==> src/rtl/axis_pbs_bridge.sv <==
// ---------------------------------------------------------------------------
// axis_pbs_bridge
//
// Purpose:
//   Bidirectional bridge between 64-bit AXI4-Stream packets and the 64-bit
//   PBS packet bus (data, ctrl, wr, rdy) used by legacy pipeline modules.
//   - AXIS->PBS: prepends a module-header word (TUSER[63:0], ctrl 0xFF).
//     This path is purely combinational (zero latency).
//   - PBS->AXIS: strips the module-header word into TUSER[63:0] and queues
//     the payload words in a 4-entry FIFO.
//   The two directions are independent and share one clock.
//
// PBS ctrl encoding: 0xFF = module header, 0x00 = mid-packet word,
//   EOP word = one-hot at the highest valid byte (byte k = bits 8k+7:8k).
//
// Handshakes:
//   AXIS: a beat transfers on a rising edge where TVALID & TREADY are both 1.
//   PBS:  a word transfers on a rising edge where WR is 1; a writer asserts
//         WR only while the receiver's RDY is 1 (S_PBS_RDY is registered and
//         leaves room for one extra word written the cycle after it falls).
//
// Ports:
//   ACLK, ARESET                 clock, synchronous active-high reset
//   S_AXIS_T*                    AXIS packet input (to PBS)
//   M_PBS_DATA/CTRL/WR, M_PBS_RDY PBS output and its downstream ready
//   S_PBS_DATA/CTRL/WR, S_PBS_RDY PBS input and the bridge's ready
//   M_AXIS_T*                    AXIS packet output (from PBS)
//   STAT_*                       packet/drop counters (optional)
//   DBG_A2P_STATE, DBG_P2A_STATE current FSM states (0 = HDR / EXP_HDR)
//
// Optional feature macro: AXIS_PBS_BRIDGE_STATS_EN
//   When defined, adds STAT_A2P_PKTS, STAT_P2A_PKTS and STAT_P2A_DROPS
//   (32-bit, cleared on reset, wrapping). Datapath behaviour is unchanged.
// ---------------------------------------------------------------------------
module axis_pbs_bridge #(
    parameter int C_S_AXIS_TDATA_WIDTH = 64,
    parameter int C_M_AXIS_TDATA_WIDTH = 64,
    parameter int C_S_AXIS_TUSER_WIDTH = 128,
    parameter int C_M_AXIS_TUSER_WIDTH = 128,
    parameter int C_S_PBS_DATA_WIDTH   = 64,
    parameter int C_M_PBS_DATA_WIDTH   = 64
) (
    input  logic                              ACLK,
    input  logic                              ARESET,
    // AXIS slave (towards PBS)
    input  logic [C_S_AXIS_TDATA_WIDTH-1:0]   S_AXIS_TDATA,
    input  logic [C_S_AXIS_TDATA_WIDTH/8-1:0] S_AXIS_TSTRB,
    input  logic [C_S_AXIS_TUSER_WIDTH-1:0]   S_AXIS_TUSER,
    input  logic                              S_AXIS_TVALID,
    input  logic                              S_AXIS_TLAST,
    output logic                              S_AXIS_TREADY,
    // PBS master
    output logic [C_M_PBS_DATA_WIDTH-1:0]     M_PBS_DATA,
    output logic [C_M_PBS_DATA_WIDTH/8-1:0]   M_PBS_CTRL,
    output logic                              M_PBS_WR,
    input  logic                              M_PBS_RDY,
    // PBS slave
    input  logic [C_S_PBS_DATA_WIDTH-1:0]     S_PBS_DATA,
    input  logic [C_S_PBS_DATA_WIDTH/8-1:0]   S_PBS_CTRL,
    input  logic                              S_PBS_WR,
    output logic                              S_PBS_RDY,
    // AXIS master (from PBS)
    output logic [C_M_AXIS_TDATA_WIDTH-1:0]   M_AXIS_TDATA,
    output logic [C_M_AXIS_TDATA_WIDTH/8-1:0] M_AXIS_TSTRB,
    output logic [C_M_AXIS_TUSER_WIDTH-1:0]   M_AXIS_TUSER,
    output logic                              M_AXIS_TVALID,
    output logic                              M_AXIS_TLAST,
    input  logic                              M_AXIS_TREADY,
`ifdef AXIS_PBS_BRIDGE_STATS_EN
    output logic [31:0]                       STAT_A2P_PKTS,
    output logic [31:0]                       STAT_P2A_PKTS,
    output logic [31:0]                       STAT_P2A_DROPS,
`endif
    output logic                              DBG_A2P_STATE,
    output logic                              DBG_P2A_STATE
);

    typedef enum logic {A2P_HDR = 1'b0, A2P_PAY = 1'b1} a2p_state_t;
    typedef enum logic {P2A_EXP_HDR = 1'b0, P2A_IN_PKT = 1'b1} p2a_state_t;

    // -----------------------------------------------------------------------
    // AXIS -> PBS
    // -----------------------------------------------------------------------
    a2p_state_t r_a2p_state;
    a2p_state_t w_a2p_next;
    logic [7:0] w_eop_ctrl;
    logic       w_a2p_tready;
    logic       w_pbs_wr;
    logic [63:0] w_pbs_data;
    logic [7:0]  w_pbs_ctrl;

    // Upper TUSER half carries nothing the PBS header needs.
    logic w_unused_tuser;
    assign w_unused_tuser = ^S_AXIS_TUSER[C_S_AXIS_TUSER_WIDTH-1:64];

    // One-hot of the highest set TSTRB bit; an all-zero strobe maps to byte 0.
    always_comb begin
        w_eop_ctrl = 8'h01;
        for (int i = 0; i < 8; i++) begin
            if (S_AXIS_TSTRB[i]) w_eop_ctrl = 8'h01 << i;
        end
    end

    always_ff @(posedge ACLK) begin
        if (ARESET) r_a2p_state <= A2P_HDR;
        else        r_a2p_state <= w_a2p_next;
    end

    always_comb begin
        w_a2p_next   = r_a2p_state;
        w_a2p_tready = 1'b0;
        w_pbs_wr     = 1'b0;
        w_pbs_data   = '0;
        w_pbs_ctrl   = '0;
        if (!ARESET) begin
            w_pbs_wr = S_AXIS_TVALID & M_PBS_RDY;
            case (r_a2p_state)
                A2P_HDR: begin
                    // Header is emitted while the first beat waits (TREADY=0).
                    w_pbs_data = S_AXIS_TUSER[63:0];
                    w_pbs_ctrl = 8'hFF;
                    if (w_pbs_wr) w_a2p_next = A2P_PAY;
                end
                A2P_PAY: begin
                    w_a2p_tready = M_PBS_RDY;
                    w_pbs_data   = S_AXIS_TDATA;
                    w_pbs_ctrl   = S_AXIS_TLAST ? w_eop_ctrl : 8'h00;
                    if (w_pbs_wr && S_AXIS_TLAST) w_a2p_next = A2P_HDR;
                end
                default: w_a2p_next = A2P_HDR;
            endcase
        end
    end

    assign S_AXIS_TREADY = w_a2p_tready;
    assign M_PBS_WR      = w_pbs_wr;
    assign M_PBS_DATA    = w_pbs_data;
    assign M_PBS_CTRL    = w_pbs_ctrl;
    assign DBG_A2P_STATE = r_a2p_state;

    // -----------------------------------------------------------------------
    // PBS -> AXIS
    // -----------------------------------------------------------------------
    p2a_state_t r_p2a_state;
    p2a_state_t w_p2a_next;
    logic       w_push;
    logic       w_latch_hdr;
    logic       w_drop;
    logic       w_do_push;
    logic       w_pop;

    logic [63:0] r_hdr;
    logic [63:0] r_mem_hdr  [4];
    logic [63:0] r_mem_data [4];
    logic [7:0]  r_mem_ctrl [4];
    logic [1:0]  r_wr_ptr;
    logic [1:0]  r_rd_ptr;
    logic [2:0]  r_count;
    logic [2:0]  w_count_next;
    logic        r_pbs_rdy;

    logic [63:0] w_head_hdr;
    logic [63:0] w_head_data;
    logic [7:0]  w_head_ctrl;
    logic [7:0]  w_head_mask;
    logic        w_valid;
    logic        w_last;

    always_ff @(posedge ACLK) begin
        if (ARESET) r_p2a_state <= P2A_EXP_HDR;
        else        r_p2a_state <= w_p2a_next;
    end

    always_comb begin
        w_p2a_next  = r_p2a_state;
        w_push      = 1'b0;
        w_latch_hdr = 1'b0;
        w_drop      = 1'b0;
        if (S_PBS_WR) begin
            case (r_p2a_state)
                P2A_EXP_HDR: begin
                    if (S_PBS_CTRL == 8'hFF) begin
                        w_latch_hdr = 1'b1;
                        w_p2a_next  = P2A_IN_PKT;
                    end else begin
                        w_drop = 1'b1;
                    end
                end
                P2A_IN_PKT: begin
                    w_push = 1'b1;
                    if (S_PBS_CTRL != 8'h00) w_p2a_next = P2A_EXP_HDR;
                end
                default: w_p2a_next = P2A_EXP_HDR;
            endcase
        end
    end

    assign w_valid     = !ARESET && (r_count != 3'd0);
    assign w_pop       = w_valid & M_AXIS_TREADY;
    // A full FIFO can still take a word when its head leaves the same cycle.
    assign w_do_push   = w_push & ((r_count != 3'd4) | w_pop);
    assign w_count_next = r_count + {2'b00, w_do_push} - {2'b00, w_pop};

    always_ff @(posedge ACLK) begin
        if (ARESET) begin
            r_hdr     <= '0;
            r_wr_ptr  <= '0;
            r_rd_ptr  <= '0;
            r_count   <= '0;
            r_pbs_rdy <= 1'b0;
        end else begin
            if (w_latch_hdr) r_hdr <= S_PBS_DATA;
            if (w_do_push)   r_wr_ptr <= r_wr_ptr + 2'd1;
            if (w_pop)       r_rd_ptr <= r_rd_ptr + 2'd1;
            r_count   <= w_count_next;
            // Based on the next occupancy so a late word still finds a slot.
            r_pbs_rdy <= (w_count_next <= 3'd2);
        end
    end

    always_ff @(posedge ACLK) begin
        if (w_do_push && !ARESET) begin
            r_mem_hdr[r_wr_ptr]  <= r_hdr;
            r_mem_data[r_wr_ptr] <= S_PBS_DATA;
            r_mem_ctrl[r_wr_ptr] <= S_PBS_CTRL;
        end
    end

    assign w_head_hdr  = r_mem_hdr[r_rd_ptr];
    assign w_head_data = r_mem_data[r_rd_ptr];
    assign w_head_ctrl = r_mem_ctrl[r_rd_ptr];
    assign w_last      = w_valid && (w_head_ctrl != 8'h00);

    // Bytes 0..h valid, where h is the highest set ctrl bit.
    always_comb begin
        w_head_mask = 8'h00;
        for (int i = 0; i < 8; i++) begin
            if (w_head_ctrl[i]) w_head_mask = 8'hFF >> (7 - i);
        end
    end

    assign S_PBS_RDY     = r_pbs_rdy;
    assign M_AXIS_TVALID = w_valid;
    assign M_AXIS_TLAST  = w_last;
    assign M_AXIS_TDATA  = w_valid ? w_head_data : '0;
    assign M_AXIS_TSTRB  = !w_valid ? 8'h00 : (w_last ? w_head_mask : 8'hFF);
    assign M_AXIS_TUSER  = w_valid ? {{(C_M_AXIS_TUSER_WIDTH-64){1'b0}}, w_head_hdr} : '0;
    assign DBG_P2A_STATE = r_p2a_state;

`ifdef AXIS_PBS_BRIDGE_STATS_EN
    // -----------------------------------------------------------------------
    // Statistics
    // -----------------------------------------------------------------------
    logic [31:0] r_stat_a2p_pkts;
    logic [31:0] r_stat_p2a_pkts;
    logic [31:0] r_stat_p2a_drops;

    always_ff @(posedge ACLK) begin
        if (ARESET) begin
            r_stat_a2p_pkts  <= '0;
            r_stat_p2a_pkts  <= '0;
            r_stat_p2a_drops <= '0;
        end else begin
            if (w_pbs_wr && (r_a2p_state == A2P_PAY) && S_AXIS_TLAST)
                r_stat_a2p_pkts <= r_stat_a2p_pkts + 32'd1;
            if (w_pop && w_last)
                r_stat_p2a_pkts <= r_stat_p2a_pkts + 32'd1;
            if (w_drop)
                r_stat_p2a_drops <= r_stat_p2a_drops + 32'd1;
        end
    end

    assign STAT_A2P_PKTS  = r_stat_a2p_pkts;
    assign STAT_P2A_PKTS  = r_stat_p2a_pkts;
    assign STAT_P2A_DROPS = r_stat_p2a_drops;
`endif

endmodule

==> config.mk <==
export PLATFORM = sky130hd
export DESIGN_NAME = axis_pbs_bridge
export DESIGN_NICKNAME = d
export VERILOG_FILES = /design/src/rtl/axis_pbs_bridge.sv
export SDC_FILE = /design/constraint.sdc
export NUM_CORES = 1
export LEC_CHECK = 0
export CELL_PAD_IN_SITES_DETAIL_PLACEMENT = 1
export CELL_PAD_IN_SITES_GLOBAL_PLACEMENT = 2
export CORE_ASPECT_RATIO = 0.5
export CORE_MARGIN = 3
export CORE_UTILIZATION = 39
export CTS_CLUSTER_SIZE = 25
export DETAILED_ROUTE_END_ITERATION = 10
export HOLD_SLACK_MARGIN = 0.15
export PLACE_DENSITY = 0.82
export SLEW_MARGIN = 20
export SYNTH_ARGS = -nofsm -noshare
export SYNTH_HDL_FRONTEND = slang
export SYNTH_SLANG_ARGS = --single-unit
==> constraint.sdc <==
create_clock -name ACLK -period 7.1 [get_ports ACLK]
set_clock_uncertainty 0.15 [all_clocks]
set_input_delay 0.71 -clock ACLK [delete_from_list [all_inputs] [get_ports ACLK]]
set_output_delay 0.71 -clock ACLK [all_outputs]
set_load 0.1 [all_outputs]
# [Yosys cells after proc, flatten, opt, wreduce, memory -nomap -nowiden]
# Memories as Yosys holds them, arrays and structs flattened. A register that Yosys moved wholly into a read port is not among the register bits.
# Index checks and enable logic that the tools add are counted.
# Widths: inputs -> output; s select.
[word_totals] regBits=74 latchBits=0 ramBits=544 romBits=0 input_bits=279 out_inout_bits=279 wordCells=76 n_memories=3
[mem_list] name="r_mem_data" depth=4 word_bits=64 rd=1 rd_clocked_by_memory_dff=1 write_ports=1 line="154" rtl="logic [63:0] r_mem_data [4];"
[mem_list] name="r_mem_hdr" depth=4 word_bits=64 rd=1 rd_clocked_by_memory_dff=1 write_ports=1 line="153" rtl="logic [63:0] r_mem_hdr [4];"
[mem_list] name="r_mem_ctrl" depth=4 word_bits=8 rd=1 rd_clocked_by_memory_dff=1 write_ports=1 line="155" rtl="logic [7:0] r_mem_ctrl [4];"
[classes] addsub=4 mul=0 n_div=0 magnitude_cmp=1 n_eq_ne=2 shift=0 mux=45 bitwise=6 reduce_logical=8
[ops] cell="$mux 64" count=3
[ops] cell="$mux 8" count=17
[ops] cell="$pmux 64 s2" count=1
[ops] cell="$pmux 8 s2" count=1
[ops] cell="$reduce_bool 8->1" count=2
[ops] cell="$mux 1" count=14
[ops] cell="$mux 2" count=7
[ops] cell="$eq 8x8->1 const B" count=1
[ops] cell="$add 2x1->2 const B" count=2
[ops] cell="$logic_and 1x1->1" count=4
[ops] cell="$pmux 1 s2" count=2
[ops] cell="$add 3x1->3" count=1
[ops] cell="$and 1x1->1" count=3
[ops] cell="$le 3x2->1 const B" count=1
[ops] cell="$ne 3x3->1 const B" count=1
[ops] cell="$reduce_bool 3->1" count=1
[ops] cell="$sub 3x1->3" count=1
[ops] cell="$not 1->1" count=2
[ops] cell="$logic_not 1->1" count=1
[ops] cell="$or 1x1->1" count=1

# [Logic depth before layout (Yosys ltp)]
# Gate-level depths: netlist (run 1).
[logic_depth] ltp_word=10 depth_mapped=10

# [Worst setup path before layout (run 1)]
# OpenSTA, ideal clock, no wires.
[synth_timing] kind="register to register" start="reg r_p2a_state, in the netlist DBG_P2A_STATE" end="mem r_mem_ctrl[0][0], enable pin" setup_ns=0.511 arrival_time_ns=4.647 t_required_ns=6.439 path_slack_ns=1.791 stages_incl_launch_ff=4 period_less_slack_ns=5.309 cell_sequence="dfxtp_1 -> nand2_1 -> a311oi_1 -> and2_1"
[synth_between] elab_chain_len=6
[synth_lines] item="from (decl)" line="144" rtl="p2a_state_t r_p2a_state;"
[synth_lines] item="from (signal assigned)" line="171" rtl="else r_p2a_state <= w_p2a_next;"
[synth_lines] item="$mux 1" line="180" rtl="case (r_p2a_state)"
[synth_lines] item="$mux 1" line="179" rtl="if (S_PBS_WR) begin"
[synth_lines] item="$and 1x1->1" line="201" rtl="assign w_do_push = w_push & ((r_count != 3'd4) | w_pop);"
[synth_lines] item="$logic_and 1x1->1" line="222" rtl="if (w_do_push && !ARESET) begin"
[synth_lines] item="$mux 1" line="222"
[synth_lines] item="$mux 1 (implied by the code)" line="225" rtl="r_mem_ctrl[r_wr_ptr] <= S_PBS_CTRL;"
[synth_lines] item="to (decl)" line="155"
# Every way passes these cells.

==> results of run 1 <==
through the flow:
step                      utilization [%]  cells  area (um^2)  power (uW)
after floorplan                         -   1513        25100        5850
after global placement               48.0   2632        29800        6440
after detailed placement             48.0   2632        29800        6450
after CTS                            50.9   2735        31600        9390
after global routing                 50.9   2742        31600        9600
final                                50.9   2742        31600        9290
critical path: cells and delay by family, from the launching register on:
kind | cells | cell delay (ps)
buffers and inverters | 1 | 1170
flip-flops | 1 | 930
multiplexers | 1 | 650
AND/OR/NAND/NOR | 2 | 770
AO/OA/AOI/OAI | 1 | 140
cell families after synthesis:
kind of cell,count (synthesis)
flip-flops,620
AND/OR/NAND/NOR,373
multiplexers,201
buffers and inverters,159
AO/OA/AOI/OAI,84
adder cells (fa/ha/maj),7
XOR/XNOR,5
other,1
per-layer routing:
metal | track usage, % | vias up | wire length, um
met3 | 2.59 | 88 | 2430
met1 | 21.9 | 7116 | 24300
li1 | - | 6213 | -
met4 | 5.03 | 0 | 1480
met2 | 35.1 | 346 | 34800
met5 | 0 | - | 0
cell type report:
| cell class | instances | area (um^2) |
|---|---|---|
| clock buffers | 77 | 1580 |
| well taps | 825 | 1030 |
| flip-flops and latches | 620 | 17900 |
| fillers | 5829 | 30500 |
| inverters | 10 | 38.8 |
| repair buffers | 443 | 4460 |
| clock inverters | 26 | 203 |
| diodes | 7 | 17.5 |
| multi-input cells | 734 | 6380 |
power groups by stage:
stage	logic (uW)	clock network [uW]	registers, uW
5_1_grt	2440	3160	3990
3_5_place_dp	2370	0	4070
6_report	2350	2950	3990
2_1_floorplan	1800	0	4060
3_3_place_gp	2370	0	4070
4_1_cts	2380	3010	3990
flip-flops by register name, summed over array words and instances, names as in the netlist, named ones only:
| register | flops |
|---|---|
| r_wr_ptr | 2 |
| r_count | 3 |
| r_rd_ptr | 2 |
| DBG_P2A_STATE | 1 |
| r_hdr | 64 |
| DBG_A2P_STATE | 1 |
| r_mem_data | 256 |
| S_PBS_RDY | 1 |
| r_mem_hdr | 256 |
| r_mem_ctrl | 32 |
worst max path at each step:
| stage | to | slack (ps) | cells after the start |
|---|---|---|---|
| global route | M_AXIS_TSTRB[6] | 1700 | 5 |
| global placement | M_AXIS_TUSER[14] | 2350 | 6 |
| detailed placement | M_AXIS_TDATA[9] | 2370 | 6 |
| floorplan | r_mem_ctrl[0][0] | 1790 | 3 |
| finish | M_AXIS_TSTRB[6] | 1970 | 5 |
| CTS | M_AXIS_TSTRB[6] | 1900 | 5 |
placed cells by master (no fill, tap or decap), types with 2 or more instances in the layout:
cell type,n
nor2_1,80
or4_1,2
buf_4,11
dfxtp_4,3
clkinv_4,2
a21oi_1,75
nand3b_1,2
nor4_1,2
clkinv_2,13
mux4_2,136
clkbuf_1,12
and2_4,5
bufinv_16,2
buf_12,5
inv_1,9
nand2b_1,2
clkbuf_16,57
and2_1,128
mux2i_1,65
clkinvlp_4,3
diode_2,7
conb_1,64
nor2b_1,2
ha_1,6
a31oi_1,2
clkdlybuf4s50_1,427
xnor2_1,4
clkinv_1,6
nand2_1,135
edfxtp_1,544
clkbuf_8,8
nor3_1,3
dfxtp_1,73
==> flow_summary.toml, run 1 <==
[critical_path]
arrival_ps = 4270
rr_startpoint = "r_count[1]"
startpoint_type = "flop"
r2r_end = "r_mem_hdr[2][13]"
slowest_delay_ps = 1170
cp_max_fo = 43
crit_chain = "mux4_2 -> nor4_1 -> nor2b_2 -> o31a_1 -> clkdlybuf4s50_1"
critPathSlowestCell = "clkdlybuf4s50_1"
r2r_slack_ps = 4170
end_kind = "output pin"
ff2ff_path_depth = 4
worstPathRequired_ps = 6240
path_class = "flop to output pin"

[synth]
ys_ff_latch = 620
synth_cell_types = 45
seq_area_frac_synth_pct = 71.9
yosysTopAreaCellShare_pct = 65.7
netlist_area_um2 = 24800
yosysMostFrequentCell = "edfxtp_1"
synth_top_family_by_area = "multiplexers"
synth-simple-area-share_pct = 7.34
avgSynthCellArea_um2 = 17.1
synthTopCellsByCount = "544 x edfxtp_1, 136 x mux4_2, 135 x nand2_1"
synth_compound_area_share_pct = 1.80
yosys.area_share.xor_xnor_pct = 0.176
synth_area_leaders = "edfxtp_1 66%, mux4_2 12%, dfxtp_1 6.1%"
synth_edf_count = 544
ys.warnings.count = 0
synthMuxAreaShare_pct = 14.9
syn_inst = 1450
synthArstFlopShare_pct = 0
synthAdderAreaFrac_pct = 0.383
yosys_most_used_dff = "edfxtp_1"
synth_top_area_cell = "edfxtp_1"

[power]
sw_frac_of_total_pct = 33.0
pwr-share-seq_pct = 42.9
combPwrFrac_pct = 25.3
ir_drop_mv = 0.175
powerDensity_nw_per_um2 = 294
leakagePower_uw = 0.0104
clockPowerShare_pct = 31.7
p_int_uw = 6230
net-switching-power_uw = 3070

[floorplanning]
rows = 64
core_area_um2 = 62100
die_area_um2 = 67000
start_util_pct = 40.0
die_h_um = 184
io_pins = 558
die_w_um = 363

[cts]
cts_tree = "done"
clk_latency_ps = 590
htreeDepth = 2
clk_pin_slew_ps = 60
root_buffer = "clkbuf_16"
cts_resized = 0
postCtsSetupRepairBufs = 0
cts_buffer_depth = 3
cts_sinks = 620
cts_buffers = 57
hold_buffers = 0

[grt]
grt_antenna_before_repair = 12
grt_max_degree = 88
grt_pass1_vias = 15000
grt_overflow = 0
grt_first_pass_wirelength_um = 93600
grt_util_all_layers_pct = 18.4

[worst_hold_path]
min_to = "r_hdr[21]"
hold_class = "flop to flop"
min_path_cells = 2
worst_hold_startpoint = "r_hdr[21]"

[route]
vias_per_cell = 5.02
wl_per_cell_um = 23.0
first_iter_violations = 806
num_vias = 13800
detail-route-antenna-nets = 0
drtPass1Iterations = 5
route.detailed.drc = 0
drt-total-wl_um = 63100

[timing]
final-hold-violation-count = 0
slew_violations = 0
layout_setup_ws_ps = 1970
worst_pin_slew_ps = 1110
setup_tns_ps = 0
setup_violations = 0
period_share_pct = 72.3
holdWs_ps = 351
rsz0062_at_grt = "no"
slew-limit-headroom_pct = 25.4
fmaxAchievable_ghz = 0.195
post-route-min-period_ps = 5130

[cells_and_area]
syn2layout_area_growth_pct = 27.1
fin_nets = 2152
drive_gt1_share_pct = 13.2

[placement]
place_congestion = 0.730
pre_cts_ws_ps = 2370
dp_hpwl_um = 38700
port_buffers = 428

[job]
cap_violations = 0

[run_status]
status = "complete, no violations"
(Power assumes the default switching activity.)
==> inputs of run 2 (changes only) <==
Settings changed: CORE_UTILIZATION 39 to 36, PLACE_DENSITY 0.82 to 0.76.
Clock period 7.1 ns to 5.24 ns, I/O delays scaled along.
==> flow_summary.toml, run 2 (synthesized netlist as in run 1, its figures left out) <==
[grt]
grt_first_pass_wirelength_um = 95900
grt_overflow = 0
grt_antenna_before_repair = 3
grt_pass1_vias = 14900
grt_max_degree = 80
grt_util_all_layers_pct = 17.6

[route]
vias_per_cell = 4.85
drtPass1Iterations = 6
detail-route-antenna-nets = 0
first_iter_violations = 717
wl_per_cell_um = 22.9
route.detailed.drc = 0
num_vias = 13700
drt-total-wl_um = 64900

[timing]
slew-limit-headroom_pct = 27.9
setup_tns_ps = 0
post-route-min-period_ps = 4570
final-hold-violation-count = 0
rsz0062_at_grt = "no"
slew_violations = 0
fmaxAchievable_ghz = 0.219
setup_violations = 0
holdWs_ps = 347
worst_pin_slew_ps = 1080
period_share_pct = 87.1

[floorplanning]
start_util_pct = 36.7
die_area_um2 = 72400
rows = 67
die_w_um = 378
core_area_um2 = 67700
die_h_um = 192
io_pins = 558

[cells_and_area]
final_common_cell = "edfxtp_1"
final_core_util_pct = 47.0
mostFrequentLayoutCells = "544 x edfxtp_1, 341 x clkdlybuf4s50_1, 136 x mux4_2"
syn2layout_area_growth_pct = 28.1
postLayoutCellArea_um2 = 31800
reg.largest.list = "r_mem_data x256, r_mem_hdr x256, r_hdr x64"
fin_nets = 2166
fill_cells = 6505
fin_cells = 2828
ff_latch_area_um2 = 17900
multi_input_area_um2 = 6380
drive_gt1_share_pct = 18.6

[cts]
hold_buffers = 1
cts_buffer_depth = 3
htreeDepth = 2
clk_latency_ps = 590
cts_sinks = 620
clk_pin_slew_ps = 70
cts_tree = "done"
cts_buffers = 57
postCtsSetupRepairBufs = 0
root_buffer = "clkbuf_16"
cts_resized = 0

[critical_path]
r2r_slack_ps = 2320
worstPathRequired_ps = 4570
arrival_ps = 3890
end_kind = "output pin"
cp_max_fo = 57
startpoint_type = "input port"
path_class = "input port to output pin"

[placement]
placed_cells = 2717
port_buffers = 428
place_area_um2 = 29800
dp_hpwl_um = 41200
place_congestion = 0.726

[run_status]
status = "complete, no violations"

[power]
ir_drop_mv = 0.311
powerDensity_nw_per_um2 = 409
leakagePower_uw = 0.0108

[worst_hold_path]
hold_class = "flop to flop"

[job]
cap_violations = 0
[run 2: changes by cell type in the layout (fill, tap and decap cells not counted), sizes merged]
cell,delta
buf,+99
clkdlybuf4s50,-86
bufinv,+9
clkbuf,-5
diode,-5
clkinv,+4
clkinvlp,-3
dlygate4sd3,+1
[run 2: power breakdown]
| group | switching [uW] | internal [uW] |
|---|---|---|
| Combinational | 2350 | 847 |
| Sequential | 33.9 | 5340 |
| Clock | 1780 | 2650 |
[run 2: worst paths after layout]
kind / start / endpoint / cells after the start
hold reg to reg: r_hdr[24] / r_mem_hdr[2][24] / 0
setup reg to reg: r_count[1] / r_mem_hdr[2][43] / 4
hold / removal: r_hdr[24] / r_mem_hdr[2][24] / 0
setup / recovery: ARESET / M_AXIS_TUSER[57] / 6
[run 2: layout make-up]
class                   instances  area share [%]
flip-flops and latches        620            56.2
multi-input cells             734            20.0
repair buffers                457            13.8
clock buffers                  72            4.92
well taps                     897            3.53
clock inverters                36            1.42
inverters                      10           0.122
diodes                          2          0.0157
[run 2: critical path, stage by stage]
cell and delay (ps):
dlygate4sd3_1 570, buf_6 270, or2_2 320, clkinv_2 670, and2_1 450, clkdlybuf4s50_1 1000
[run 2: metal layers]
metal	vias to the layer above	wire length (um)	GRT usage, %
met5	-	0	0
met4	0	996	3.44
met3	73	2590	2.87
met2	305	35000	32.7
met1	7113	26200	21.7
li1	6232	-	-
[run 2: metrics by stage]
stage	setup slack (ps)	total power (uW)
finish	674	13000
global route	516	13500
CTS	695	13100
detailed placement	1250	8710
global placement	1280	8700
floorplan	1130	7930
==> inputs of run 3 (changes only) <==
--- a/constraint.sdc
+++ b/constraint.sdc
@@ -4,2 +4,2 @@
 set_output_delay 0.524 -clock ACLK [all_outputs]
-set_load 0.1 [all_outputs]
+set_load 0.005 [all_outputs]
==> flow_summary.toml, run 3 (synthesized netlist as in run 1, its figures left out) <==
[cts]
cts_sinks = 620
cts_buffers = 56
htreeDepth = 2
cts_tree = "done"
cts_resized = 0
cts_buffer_depth = 3
postCtsSetupRepairBufs = 0
clk_pin_slew_ps = 60
clk_latency_ps = 580
root_buffer = "clkbuf_16"
hold_buffers = 0

[placement]
port_buffers = 428
dp_hpwl_um = 40200
place_congestion = 0.718
pre_cts_ws_ps = 1340

[cells_and_area]
fill_cells = 6466
final_common_cell = "edfxtp_1"
multi_input_area_um2 = 6380
ff_latch_area_um2 = 17900
syn2layout_area_growth_pct = 28.2
drive_gt1_share_pct = 13.5
fin_nets = 2160
mostFrequentLayoutCells = "544 x edfxtp_1, 427 x clkdlybuf4s50_1, 136 x mux4_2"
reg.largest.list = "r_mem_data x256, r_mem_hdr x256, r_hdr x64"

[power]
net-switching-power_uw = 2460
sw_frac_of_total_pct = 22.3
ir_drop_mv = 0.254
p_int_uw = 8590
clockPowerShare_pct = 37.2
combPwrFrac_pct = 14.0
leakagePower_uw = 0.0105
pwr-share-seq_pct = 48.7
powerDensity_nw_per_um2 = 347

[critical_path]
path_class = "flop to output pin"
worstPathRequired_ps = 4570
crit_end = "M_AXIS_TSTRB[6]"
r2r_end = "r_mem_data[1][62]"
startpoint_type = "flop"
arrival_ps = 3430
rr_startpoint = "r_count[1]"
r2r_slack_ps = 2380
ff2ff_path_depth = 4
end_kind = "output pin"
cp_max_fo = 50

[floorplanning]
core_area_um2 = 67700
start_util_pct = 36.7
die_area_um2 = 72400
io_pins = 558
rows = 67
die_h_um = 192
die_w_um = 378

[grt]
grt_pass1_vias = 15000
grt_util_all_layers_pct = 17.3
grt_overflow = 0
grt_max_degree = 81
grt_first_pass_wirelength_um = 95300
grt_antenna_before_repair = 4

[route]
drt-total-wl_um = 63900
vias_per_cell = 4.87
top_layer = "met5"
num_vias = 13700
drtPass1Iterations = 4
wl_per_cell_um = 22.6
wl_met1_um = 25500
route.detailed.drc = 0
wl_met3_um = 2520
route.met2.wl_um = 34900
detail-route-antenna-nets = 0
first_iter_violations = 738

[timing]
setup_violations = 0
post-route-min-period_ps = 4110
worst_pin_slew_ps = 1010
final-hold-violation-count = 0
period_share_pct = 78.4
rsz0062_at_grt = "no"
layout_setup_ws_ps = 1130
slew-limit-headroom_pct = 32.9
setup_tns_ps = 0
fmaxAchievable_ghz = 0.244
slew_violations = 0

[run_status]
status = "complete, no violations"

[worst_hold_path]
hold_class = "input port to flop"

[job]
cap_violations = 0
==> run 3: worst max-delay path, cell delays in order (launching register included) <==
cell and delay (ps):
dfxtp_4 900, mux4_2 460, nor4_1 490, nor2b_2 290
o31a_1 140, clkdlybuf4s50_1 550
==> run 3: final cells by class <==
cell class / instances / share of cell area, %
repair buffers: 452 / 14.3
well taps: 897 / 3.52
clock buffers: 77 / 5.10
diodes: 2 / 0.0157
flip-flops and latches: 620 / 56.1
clock inverters: 29 / 0.766
inverters: 10 / 0.122
multi-input cells: 734 / 20.0
==> run 3: through the flow <==
stage | cells | total power (uW) | hold WS (ps) | cell area (um^2) | util, %
floorplan | 1513 | 6260 | 310 | 25100 | -
global placement | 2713 | 7080 | 326 | 30000 | 44.3
detailed placement | 2713 | 7080 | 341 | 30000 | 44.3
CTS | 2819 | 11200 | 233 | 31800 | 47.1
global route | 2821 | 11500 | 254 | 31800 | 47.1
finish | 2821 | 11000 | 267 | 31800 | 47.1
==> run 3: power groups by stage <==
stage / Combinational, uW / Sequential (uW) / Clock, uW
floorplan: 795 / 5460 / 0
global placement: 1580 / 5490 / 0
detailed placement: 1590 / 5490 / 0
CTS: 1600 / 5390 / 4220
global route: 1680 / 5390 / 4430
finish: 1550 / 5380 / 4120
==> run 3: how the worst min path moves through the flow <==
stage / from / endpoint / slack [ps] / cells after the start
after floorplan: r_hdr[0] / r_mem_hdr[0][0] / 310 / 0
after global placement: r_hdr[5] / r_mem_hdr[2][5] / 330 / 0
after detailed placement: r_hdr[1] / r_hdr[1] / 340 / 2
after CTS: ARESET / r_count[2] / 230 / 2
after global routing: ARESET / r_count[2] / 250 / 2
final: ARESET / r_count[2] / 270 / 2
==> run 3: metal layers <==
layer  track usage, %  up-vias
met4             3.11        2
li1                 -     6228
met3             2.95       70
met1             21.1     7158
met2             32.6      287
met5                0        -
